--- src/rtl/mem_arbiter.sv ---
// mem_arbiter: shares one single-port memory between an instruction-fetch port and a data port.
// Latency: grants are combinational; every granted access gets exactly one response one cycle later.
// Backpressure: the losing requester sees gnt low and must hold its request; the pending response is dropped on reset.
// Build option: define MEM_ARBITER_RR_EN for round-robin arbitration; by default data has fixed priority.
module mem_arbiter #(
  parameter int ADDR_WIDTH = 16,
  parameter int DATA_WIDTH = 32
) (
  input  logic                    clk_i,
  input  logic                    rst_i,
  // instruction-fetch port (read-only)
  input  logic                    instr_req_i,
  input  logic [31:0]             instr_addr_i,
  output logic                    instr_gnt_o,
  output logic                    instr_rvalid_o,
  output logic [DATA_WIDTH-1:0]   instr_rdata_o,
  output logic                    instr_err_o,
  // data port
  input  logic                    data_req_i,
  input  logic [31:0]             data_addr_i,
  input  logic                    data_we_i,
  input  logic [DATA_WIDTH/8-1:0] data_be_i,
  input  logic [DATA_WIDTH-1:0]   data_wdata_i,
  output logic                    data_gnt_o,
  output logic                    data_rvalid_o,
  output logic [DATA_WIDTH-1:0]   data_rdata_o,
  output logic                    data_err_o,
  // shared memory
  output logic                    mem_req_o,
  output logic [ADDR_WIDTH-1:0]   mem_addr_o,
  output logic                    mem_we_o,
  output logic [DATA_WIDTH/8-1:0] mem_be_o,
  output logic [DATA_WIDTH-1:0]   mem_wdata_o,
  input  logic [DATA_WIDTH-1:0]   mem_rdata_i,
  // contention statistics
  output logic [31:0]             instr_wait_cnt_o,
  output logic [31:0]             data_wait_cnt_o
);

  // Response owner encoding, loaded at every grant and consumed one cycle later.
  localparam logic [1:0] OWN_NONE  = 2'd0;
  localparam logic [1:0] OWN_INSTR = 2'd1;
  localparam logic [1:0] OWN_DATA  = 2'd2;

  logic        w_instr_in_range;
  logic        w_data_in_range;
  logic        w_instr_gnt;
  logic        w_data_gnt;

  logic [1:0]  r_owner;
  logic        r_err;
  logic        r_we;
  logic [31:0] r_instr_wait;
  logic [31:0] r_data_wait;

  // Anything above the memory window is an error that never reaches the memory.
  assign w_instr_in_range = ((instr_addr_i >> ADDR_WIDTH) == 32'd0);
  assign w_data_in_range  = ((data_addr_i  >> ADDR_WIDTH) == 32'd0);

`ifdef MEM_ARBITER_RR_EN
  // 1 = data was the most recent winner; reset leaves instruction as last winner so data wins first.
  logic r_last_data;

  // Round-robin: on contention the requester that did not win last time gets the grant.
  always_comb begin
    w_instr_gnt = 1'b0;
    w_data_gnt  = 1'b0;
    if (!rst_i) begin
      if (instr_req_i && data_req_i) begin
        w_data_gnt  = ~r_last_data;
        w_instr_gnt = r_last_data;
      end else begin
        w_data_gnt  = data_req_i;
        w_instr_gnt = instr_req_i;
      end
    end
  end

  // Pointer moves only when someone is actually granted.
  always_ff @(posedge clk_i) begin
    if (rst_i) begin
      r_last_data <= 1'b0;
    end else if (w_data_gnt) begin
      r_last_data <= 1'b1;
    end else if (w_instr_gnt) begin
      r_last_data <= 1'b0;
    end
  end
`else
  // Fixed priority: data accesses always beat instruction fetches.
  always_comb begin
    w_instr_gnt = 1'b0;
    w_data_gnt  = 1'b0;
    if (!rst_i) begin
      w_data_gnt  = data_req_i;
      w_instr_gnt = instr_req_i & ~data_req_i;
    end
  end
`endif

  assign instr_gnt_o = w_instr_gnt;
  assign data_gnt_o  = w_data_gnt;

  // Steer the winning request onto the memory port; out-of-range wins leave the strobe low.
  always_comb begin
    mem_req_o   = 1'b0;
    mem_addr_o  = '0;
    mem_we_o    = 1'b0;
    mem_be_o    = '0;
    mem_wdata_o = '0;
    if (w_instr_gnt) begin
      mem_req_o  = w_instr_in_range;
      mem_addr_o = instr_addr_i[ADDR_WIDTH-1:0];
      mem_be_o   = '1;
    end else if (w_data_gnt) begin
      mem_req_o   = w_data_in_range;
      mem_addr_o  = data_addr_i[ADDR_WIDTH-1:0];
      mem_we_o    = data_we_i & w_data_in_range;
      mem_be_o    = data_be_i;
      mem_wdata_o = data_wdata_i;
    end
  end

  // Remember who owns next cycle's response, whether it is an error and whether it was a write.
  always_ff @(posedge clk_i) begin
    if (rst_i) begin
      r_owner <= OWN_NONE;
      r_err   <= 1'b0;
      r_we    <= 1'b0;
    end else if (w_instr_gnt) begin
      r_owner <= OWN_INSTR;
      r_err   <= ~w_instr_in_range;
      r_we    <= 1'b0;
    end else if (w_data_gnt) begin
      r_owner <= OWN_DATA;
      r_err   <= ~w_data_in_range;
      r_we    <= data_we_i;
    end else begin
      r_owner <= OWN_NONE;
      r_err   <= 1'b0;
      r_we    <= 1'b0;
    end
  end

  // Responses are masked while reset is held so a response in flight at reset never escapes.
  assign instr_rvalid_o = ~rst_i & (r_owner == OWN_INSTR);
  assign data_rvalid_o  = ~rst_i & (r_owner == OWN_DATA);
  assign instr_err_o    = instr_rvalid_o & r_err;
  assign data_err_o     = data_rvalid_o & r_err;
  assign instr_rdata_o  = (instr_rvalid_o && !r_err) ? mem_rdata_i : '0;
  assign data_rdata_o   = (data_rvalid_o && !r_err && !r_we) ? mem_rdata_i : '0;

  // Saturating counts of cycles each requester spent waiting for a grant.
  always_ff @(posedge clk_i) begin
    if (rst_i) begin
      r_instr_wait <= '0;
      r_data_wait  <= '0;
    end else begin
      if (instr_req_i && !w_instr_gnt && (r_instr_wait != 32'hFFFF_FFFF)) begin
        r_instr_wait <= r_instr_wait + 32'd1;
      end
      if (data_req_i && !w_data_gnt && (r_data_wait != 32'hFFFF_FFFF)) begin
        r_data_wait <= r_data_wait + 32'd1;
      end
    end
  end

  assign instr_wait_cnt_o = r_instr_wait;
  assign data_wait_cnt_o  = r_data_wait;

endmodule

--- config.mk ---
export PLATFORM = sky130hd
export DESIGN_NAME = mem_arbiter
export DESIGN_NICKNAME = d
export VERILOG_FILES = /design/src/rtl/mem_arbiter.sv
export SDC_FILE = /design/constraint.sdc
export NUM_CORES = 1
export LEC_CHECK = 0
export CAP_MARGIN = 20
export CORE_AREA = 2 2 125 127
export CTS_CLUSTER_DIAMETER = 120
export DETAILED_ROUTE_END_ITERATION = 6
export DIE_AREA = 0 0 127 129
export PLACE_DENSITY_LB_ADDON = 0.1
export SLEW_MARGIN = 20
export SYNTH_ARGS = -nofsm -noshare
export SYNTH_HDL_FRONTEND = slang
export SYNTH_SLANG_ARGS = --single-unit
--- constraint.sdc ---
create_clock -name clk_i -period 2.7 [get_ports clk_i]
set_input_delay 0.54 -clock clk_i [delete_from_list [all_inputs] [get_ports clk_i]]
set_output_delay 0.54 -clock clk_i [all_outputs]
set_load 0.05 [all_outputs]
# [Word level (Yosys, flattened, before mapping)]
# Cells that the tools add are included.
[totals] wordCells=56 output_inout_bits=188 in_bits=137 regBits=68
[op_classes] eq_ne=4 n_mux=18 reduce_logical=15 n_addsub=2 n_bitwise=11
[op_table] operator="$mux 32" n=4
[op_table] operator="$add 32x1->32 const B" n=2
[op_table] operator="$logic_not 32->1" n=2
[op_table] operator="$ne 32x32->1 const B" n=2
[op_table] operator="$mux 16" n=2
[op_table] operator="$mux 1" n=9
[op_table] operator="$mux 4" n=2
[op_table] operator="$logic_and 1x1->1" n=7
[op_table] operator="$and 1x1->1" n=6
[op_table] operator="$not 1->1" n=5
[op_table] operator="$logic_not 1->1" n=4
[op_table] operator="$reduce_or 3->1" n=1
[op_table] operator="$eq 2x1->1 const B" n=1
[op_table] operator="$eq 2x2->1 const B" n=1
[op_table] operator="$mux 2" n=1
[op_table] operator="$reduce_or 2->1" n=1

# [Longest topological paths before layout]
# Gate-level depths: netlist of run 1.
[logic_depth] depth_word=6 ltp_mapped=8 mapped_depth_nobuf=6

# [Least setup slack after synthesis of run 1]
# Ideal clock, no wire load.
[synth_timing] path_type="input-to-output" startpoint="input rst_i" endpoint="output data_rdata_o[10]" path_buffers=2 arrival_ns=3.105 stages=5 required_ns=2.160 slack_ns=-0.945 cell_sequence="buf_1 nor3b_1 nor3b_1 clkbuf_1 and2_1"
[synth_via] elab_chain_len=5
[synth_rtl] element="from (decl)" line="10" text="input logic rst_i,"
[synth_rtl] element="$not 1->1" line="147" text="assign data_rvalid_o = ~rst_i & (r_owner == OWN_DATA);"
[synth_rtl] element="$and 1x1->1" line="147"
[synth_rtl] element="via data_rvalid_o" line="25" text="output logic data_rvalid_o,"
[synth_rtl] element="$logic_and 1x1->1 (2 in series)" line="151" text="assign data_rdata_o = (data_rvalid_o && !r_err && !r_we) ? mem_rdata_i : '0;"
[synth_rtl] element="$mux 32" line="151"
[synth_rtl] element="to (decl)" line="26" text="output logic [DATA_WIDTH-1:0] data_rdata_o,"
# The timed path passes the listed nets, and every way through them passes these cells.

# [Worst setup path after layout of run 1]
[layout_timing] startpoint="input data_addr_i[18]" endpoint="output mem_we_o"
[layout_via] elab_chain_len=4
[layout_rtl] element="from (decl)" line="20" text="input logic [31:0] data_addr_i,"
[layout_rtl] element="$logic_not 32->1" line="58" text="assign w_data_in_range = ((data_addr_i >> ADDR_WIDTH) == 32'd0);"
[layout_rtl] element="$and 1x1->1" line="118" text="mem_we_o = data_we_i & w_data_in_range;"
[layout_rtl] element="$mux 1" line="115" text="end else if (w_data_gnt) begin"
[layout_rtl] element="$mux 1" line="111" text="if (w_instr_gnt) begin"
[layout_rtl] element="to (decl)" line="31" text="output logic mem_we_o,"
# Every way passes these cells.

==> impl_results.md, run 1 <==
* Worst path max stage delay at 0.41 ns
* Residual DRC at 0
* Routed WL per cell at 20.54 um
* Yosys top cell area share at between 30% and 40%
* TritonCTS clock tree: built
* Die width at 127 um
* Synth warn at 0
* Max Clk Rate at 387.4 MHz
* RePlAce Congestion at 0.8634
* Final Hold Viols at 0
* Post-CTS setup buffers at 0
* VDD IR max at between 300 and 400 uV
* Most common cell after layout, fill and taps aside: clkdlybuf4s50_1
* Most frequent cells in the layout: clkdlybuf4s50_1, buf_12, dfxtp_1, and2_2, and2_1
* Die H at 129 um
* Arrival time at the worst endpoint at 2.04 ns
* Syn Inst Count at 451
* Pre-antenna DRT Iters at 5
* Non-filler instance count after layout at 974
* Sequential-to-total area share from yosys stat at 36.83%
* Worst Hold Class: register to register
* Number of placement rows at 45
* Status: complete, no violations
* Post-synth top area cell: dfxtp_1
* Nets at 913
* Static leakage at between 3 and 4 nW
* Via count at 4618
* Final worst path period share at 95.62%
* FF+latch area at 0.001361 mm^2
* Rel. slew slack at roughly 55%
* Mapped Area at 0.003696 mm^2
* Cells on Worst Hold Path at 1
* Ys async rst share at 0%
* R2r worst-path depth at 6
* Mapped Avg Cell Area at 8.195 um^2
* Clock skew at 0.006261 ns
* Root Driver: clkbuf_16
* CP max FO at 3
* Final Slew Violations at 0
* Multi-input gate area in the final layout at 0.002346 mm^2
* CTS Sinks at 68
* Largest family of logic cells by synthesized area: simple AND/OR/NAND/NOR gates
* Start point of the worst hold path: data_wait_cnt_o[16]$_SDFFE_PP0P_
* Htree depth at 3
* Initial antenna violation count at 6
* Final core occ at between 50% and 60%
* Core box area at 0.01498 mm^2
* CTS buffer count at 9
* Vias per cell at ~4.7
* Synth Flop Type: dfxtp_1
* Largest net degree at the start of global routing at 51
* Fillers at 1267
* R2R Setup Slk at 0.36 ns
* Number of flops mapped to enable cells by yosys at 0
* IO Pins at ~330
* Hold Path End: data_wait_cnt_o[16]$_SDFFE_PP0P_
* Critical-path cell list: clkdlybuf4s50_1 > nor4_1 > nand4_1 > buf_4 > nor2b_2 > buf_12
* Simple-gate share of the synthesized area at 43.67%
* Worst R2R End: instr_wait_cnt_o[31]$_SDFFE_PP0P_
* Worst-skew pair later-pin latency at 0.33 ns
* Worst Setup End Kind: output pin
* Die area at between 0.015 and 0.02 mm^2
* Req. time, crit path at 2.16 ns
* Critical Path Start Type: input pin
* Slowest-stage cell, CP: clkdlybuf4s50_1
* Crit path buf inv count at 3
* Mux cell area share after synthesis at 0.9140%
* Min Tclk post-route at 2.582 ns
* CTS Buffer Depth at 2
* XOR/XNOR share of the synthesized area at about 2.1%
* Pwr Density at 342.8 mW/mm^2
* Syn nets at between 500 and 600
* Area grow syn2layout at 141.4%
* Crit Reg-Reg Startpoint: instr_wait_cnt_o[0]$_SDFFE_PP0P_
* # setup viols final at 0
* Slew of the pin with the lowest slew margin at roughly 0.66 ns
* Clock-pin slew on the worst setup and hold paths at ~0.06 ns
* Post-Synth Adder-Cell Area at less than 1%
* DRT antenna net count at 0
* Vias in the first global route at 4579
* Max Cap Viol at 0
* Layout cells sized above 1 at between 20% and 30%
* CP Class: input pin to output pin
* Unrepaired setup endpoints after global routing: no
* CP top delay family: buffers and inverters
* All-Layer GR Usage at between 20% and 30%
* Port Buffers at 324
* Number of DRC markers in iteration 0 at 188
* Setup_tns at 0 ns
* Overall routed net length at 20000 um
* Starting density of the core at 24.68%
* First-pass GRT wire length at between 20000 and 30000 um
* Netlist cell types at 41
* Compound-Gate Fraction of Synth Area at ~12%
* FF+latch count, synth at 68
* Area contributors post-synth: dfxtp_1, and2_1, nor2b_1
* Post-DP HPWL at about 17000 um
* Total grt overflow at 0
* Placed cells at 951
## per-stage QoR
step                cell area (um^2)  power, mW  hold slack (ns)  worst slack [ns]
global placement                8593      1.865           0.4658            0.1294
detailed placement              8593      1.870           0.4752          0.004444
finish                          8921      3.058           0.4845            0.1184
global route                    8909      3.174           0.4938           0.01821
floorplan                       3841      1.353           0.6158          0.003041
CTS                             8904      3.089           0.4862            0.1152
## layer usage
metal  GRT usage [%]  up-vias  part of all wire (%)
li1                -     2239                     -
met2           39.69      231                    49
met3           9.522       18                   9.0
met5               0        -                 0.055
met4           5.753        2                   1.3
met1           28.63     2128                    40
## Yosys cell counts, types with 4 or more instances
library cell,instances
nand2_1,21
nor2_1,22
a21oi_1,22
a211oi_1,4
nand3_1,16
and2_1,100
nor3_1,6
o21ai_0,11
inv_1,5
o31ai_1,9
clkbuf_1,19
nor4_1,13
or3_1,9
or4_1,9
xnor2_1,9
dfxtp_1,68
nor2b_1,38
a22o_1,17
nand4_1,18
nor3b_1,6
## worst max path at each step
stage,to,startpoint,slack (ns),cells past startpoint
floorplan,data_rdata_o[10],rst_i,0.003,5
global placement,instr_wait_cnt_o[14]$_SDFFE_PP0P_,data_req_i,0.13,7
detailed placement,mem_we_o,data_addr_i[25],0.004,6
CTS,mem_we_o,data_addr_i[18],0.12,6
global route,mem_we_o,data_addr_i[25],0.02,6
finish,mem_we_o,data_addr_i[18],0.12,6
## repair_timing
item                                    4_1_cts  5_1_grt
endpoints found under the setup margin        1        0
endpoints found under the hold margin         0        0
hold buffers                                  0        0
gates resized for setup                       1        0
## flip-flops by register name, summed over array words and instances, names as in the netlist
| register | count |
|---|---|
| data_wait_cnt_o | 32 |
| instr_wait_cnt_o | 32 |
| r_err | 1 |
| r_owner | 2 |
| r_we | 1 |
## report_power, final
part	switching [mW]	internal, mW	leakage (nW)	total [mW]
clock network	0.481	0.731	0.145	1.21
logic	0.390	0.441	2.61	0.831
registers	0.00720	1.01	0.549	1.02
## area by class of cell
cell class | instances | area share, %
antenna | 7 | 0.1964
clock buffer | 9 | 2.525
clock inverter | 7 | 0.9257
inverter | 5 | 0.2104
multi-input combinational | 352 | 26.30
sequential | 68 | 15.26
tap | 188 | 2.637
timing repair buffer | 338 | 51.95
## kinds of logic after synthesis
kind of cell,Yosys count
AOI/OAI and AO/OA,68
adders and majority gates,2
xor gates and xnor gates,9
and+or+nand+nor,270
buffers and inverters,31
DFF,68
muxes,3
(Power assumes the default switching activity.)
==> inputs of run 2 (changes only) <==
- CELL_PAD_IN_SITES_DETAIL_PLACEMENT: unset -> 0
- CELL_PAD_IN_SITES_GLOBAL_PLACEMENT: unset -> 1
- CORE_AREA: 2 2 125 127 -> unset
- CORE_ASPECT_RATIO: unset -> 2
- CORE_MARGIN: unset -> 2
- CORE_UTILIZATION: unset -> 21
- DIE_AREA: 0 0 127 129 -> unset
- SETUP_SLACK_MARGIN: unset -> 0.5
==> impl_results.md, run 2 (same netlist as run 1, synthesis figures left out) <==
* R2R Setup Slk at 0.64 ns (was 0.36 ns)
* Number of placement rows at 68 (was 45)
* CP max FO at 13 (was 3)
* All-Layer GR Usage at 20.58% (was 23.71%)
* Pwr Density at 323.6 mW/mm^2 (was 342.8 mW/mm^2)
* Final Hold Viols at 0 (unchanged)
* Arrival time at the worst endpoint at 1.72 ns (was 2.04 ns)
* Status: complete, no violations (unchanged)
* Pre-antenna DRT Iters at 4 (was 5)
* Worst R2R End: instr_wait_cnt_o[31]$_SDFFE_PP0P_ (unchanged)
* Min Tclk post-route at 2.258 ns (was 2.582 ns)
* Die width at 97.81 um (was 127 um)
* Most common cell after layout, fill and taps aside: clkdlybuf4s50_1 (unchanged)
* R2r worst-path depth at 5 (was 6)
* Vias per cell at 4.692 (was 4.741)
* CTS buffer count at 9 (unchanged)
* Final worst path period share at 83.64% (was 95.62%)
* Worst-skew pair later-pin latency at 0.33 ns (about the same)
* Cells on Worst Hold Path at 2 (was 1)
* Worst Hold Class: input pin to register (was register to register)
* Port Buffers at 324 (unchanged)
* Die area at 0.01874 mm^2 (was 0.01638 mm^2)
* Final core occ at 54.35% (was 59.57%)
* Clock-pin slew on the worst setup and hold paths at 0.05 ns (was 0.06 ns)
* Slew of the pin with the lowest slew margin at 0.5675 ns (was 0.6645 ns)
* Max Cap Viol at 0 (unchanged)
* Htree depth at 3 (unchanged)
* Final Slew Violations at 0 (unchanged)
* Number of DRC markers in iteration 0 at 162 (was 188)
* Crit Reg-Reg Startpoint: instr_wait_cnt_o[11]$_SDFFE_PP0P_ (was instr_wait_cnt_o[0]$_SDFFE_PP0P_)
* CTS Buffer Depth at 2 (unchanged)
* Post-DP HPWL at 16540 um (was 16950 um)
* Static leakage at 3.712 nW (was 3.300 nW)
* Largest net degree at the start of global routing at 54 (was 51)
* CTS Sinks at 68 (unchanged)
* Start point of the worst hold path: rst_i (was data_wait_cnt_o[16]$_SDFFE_PP0P_)
* # setup viols final at 0 (unchanged)
* Routed WL per cell at 20.38 um (was 20.54 um)
* Vias in the first global route at 4919 (was 4579)
* Design Area, Final at 0.009388 mm^2 (was 0.008921 mm^2)
* IO Pins at 325 (unchanged)
* RePlAce Congestion at 0.8816 (was 0.8634)
* CP Class: input pin to output pin (unchanged)
* Total grt overflow at 0 (unchanged)
* Design Power at 3.038 mW (was 3.058 mW)
* Area grow syn2layout at 154.0% (was 141.4%)
* Overall routed net length at 20520 um (was 20000 um)
* TritonCTS clock tree: built (unchanged)
* First-pass GRT wire length at 29420 um (was 28850 um)
* Layout cells sized above 1 at 39.25% (was 29.65%)
* Hold Path End: data_wait_cnt_o[7]$_SDFFE_PP0P_ (was data_wait_cnt_o[16]$_SDFFE_PP0P_)
* Max Clk Rate at 442.8 MHz (was 387.4 MHz)
* Rel. slew slack at 61.88% (was 55.29%)
* Root Driver: clkbuf_16 (unchanged)
* Worst Setup End Kind: output pin (unchanged)
* Final setup margin at 0.4418 ns (was 0.1184 ns)
* Req. time, crit path at 2.16 ns (about the same)
* Residual DRC at 0 (unchanged)
* Initial antenna violation count at 1 (was 6)
* Placed standard-cell area at 0.008757 mm^2 (was 0.008593 mm^2)
* VDD IR max at 331.2 uV (was 379.0 uV)
* Hold buffer count at cts at 0 (unchanged)
* Unrepaired setup endpoints after global routing: yes (was no)
* Critical Path Start Type: input pin (unchanged)
* Most frequent cells in the layout: clkdlybuf4s50_1, buf_12, and2_4, dfxtp_1, nor2b_1 (was clkdlybuf4s50_1, buf_12, dfxtp_1, and2_2, and2_1)
* Die H at 191.6 um (was 129 um)
* Pre-CTS setup slack at 0.09312 ns (was 0.004444 ns)
* Starting density of the core at 21.40% (was 24.68%)
* DRT antenna net count at 0 (unchanged)
* Core box area at 0.01727 mm^2 (was 0.01498 mm^2)
* Setup_tns at 0 ns (unchanged)
* Via count at 4725 (was 4618)
* Nets at 930 (was 913)
* Clock skew at 0.008780 ns (was 0.006261 ns)
[run 2: cell count changes in the layout (fill, tap and decap cells not counted), sizes merged, moves of 5 or more]
cell,before,now
dlymetal6s2s,0,9
inv,9,4
clkdlybuf4s50,199,158
buf,139,155
clkdlybuf4s15,0,8
clkbuf,9,25
diode,7,2
dlygate4sd2,0,10
[run 2: power breakdown]
| group | total (mW) | switching [mW] | internal (mW) |
|---|---|---|---|
| clock | 1.16 | 0.425 | 0.733 |
| combinational | 0.862 | 0.401 | 0.460 |
| sequential | 1.02 | 0.00775 | 1.01 |
| total | 3.04 | 0.834 | 2.20 |
[run 2: metrics by stage]
step / cells / hold WS [ns]
floorplan: 451 / 0.5846
finish: 1007 / 0.4369
global route: 1006 / 0.4329
detailed placement: 973 / 0.4767
global placement: 973 / 0.4693
CTS: 1002 / 0.4237
[run 2: worst max-delay path, stage by stage]
cell and delay [ns]:
buf_12 0.13, nor3b_4 0.20, nor3b_4 0.26, buf_6 0.15
clkbuf_16 0.15, and2_4 0.15, buf_12 0.13
[run 2: repair_timing]
item,in CTS,in global routing
setup buffers,11,1
endpoints found under the hold margin,0,0
pin swaps,13,14
gates resized for setup,59,54
setup endpoints to repair,143,94
cloned,3,2
[run 2: cell type report]
cell class	count	area, um^2
Timing Repair Buffer	355	4836
Clock buffer	11	242.7
Inverter	5	22.52
Multi-Input combinational cell	352	2595
Fill cell	1542	7884
Antenna cell	2	5.005
Sequential cell	68	1374
Clock inverter	4	50.05
Tap cell	210	262.8
[run 2: routing by layer]
layer  vias to the layer above  part of all wire (%)  global-route usage [%]
li1                       2268                     -                       -
met1                      2169                    33                   19.86
met2                       257                    56                   40.16
met3                        31                   7.7                   6.477
met4                         0                   3.5                   7.585
met5                         -                     0                       0
[run 2: how the worst max path moves through the flow]
stage | startpoint | to
final | rst_i | data_rdata_o[22]
after global routing | r_owner[1]$_SDFF_PP0_ | data_rdata_o[22]
after detailed placement | data_req_i | instr_wait_cnt_o[18]$_SDFFE_PP0P_
after floorplan | rst_i | data_rdata_o[10]
after CTS | instr_addr_i[17] | mem_req_o
after global placement | data_req_i | instr_wait_cnt_o[16]$_SDFFE_PP0P_
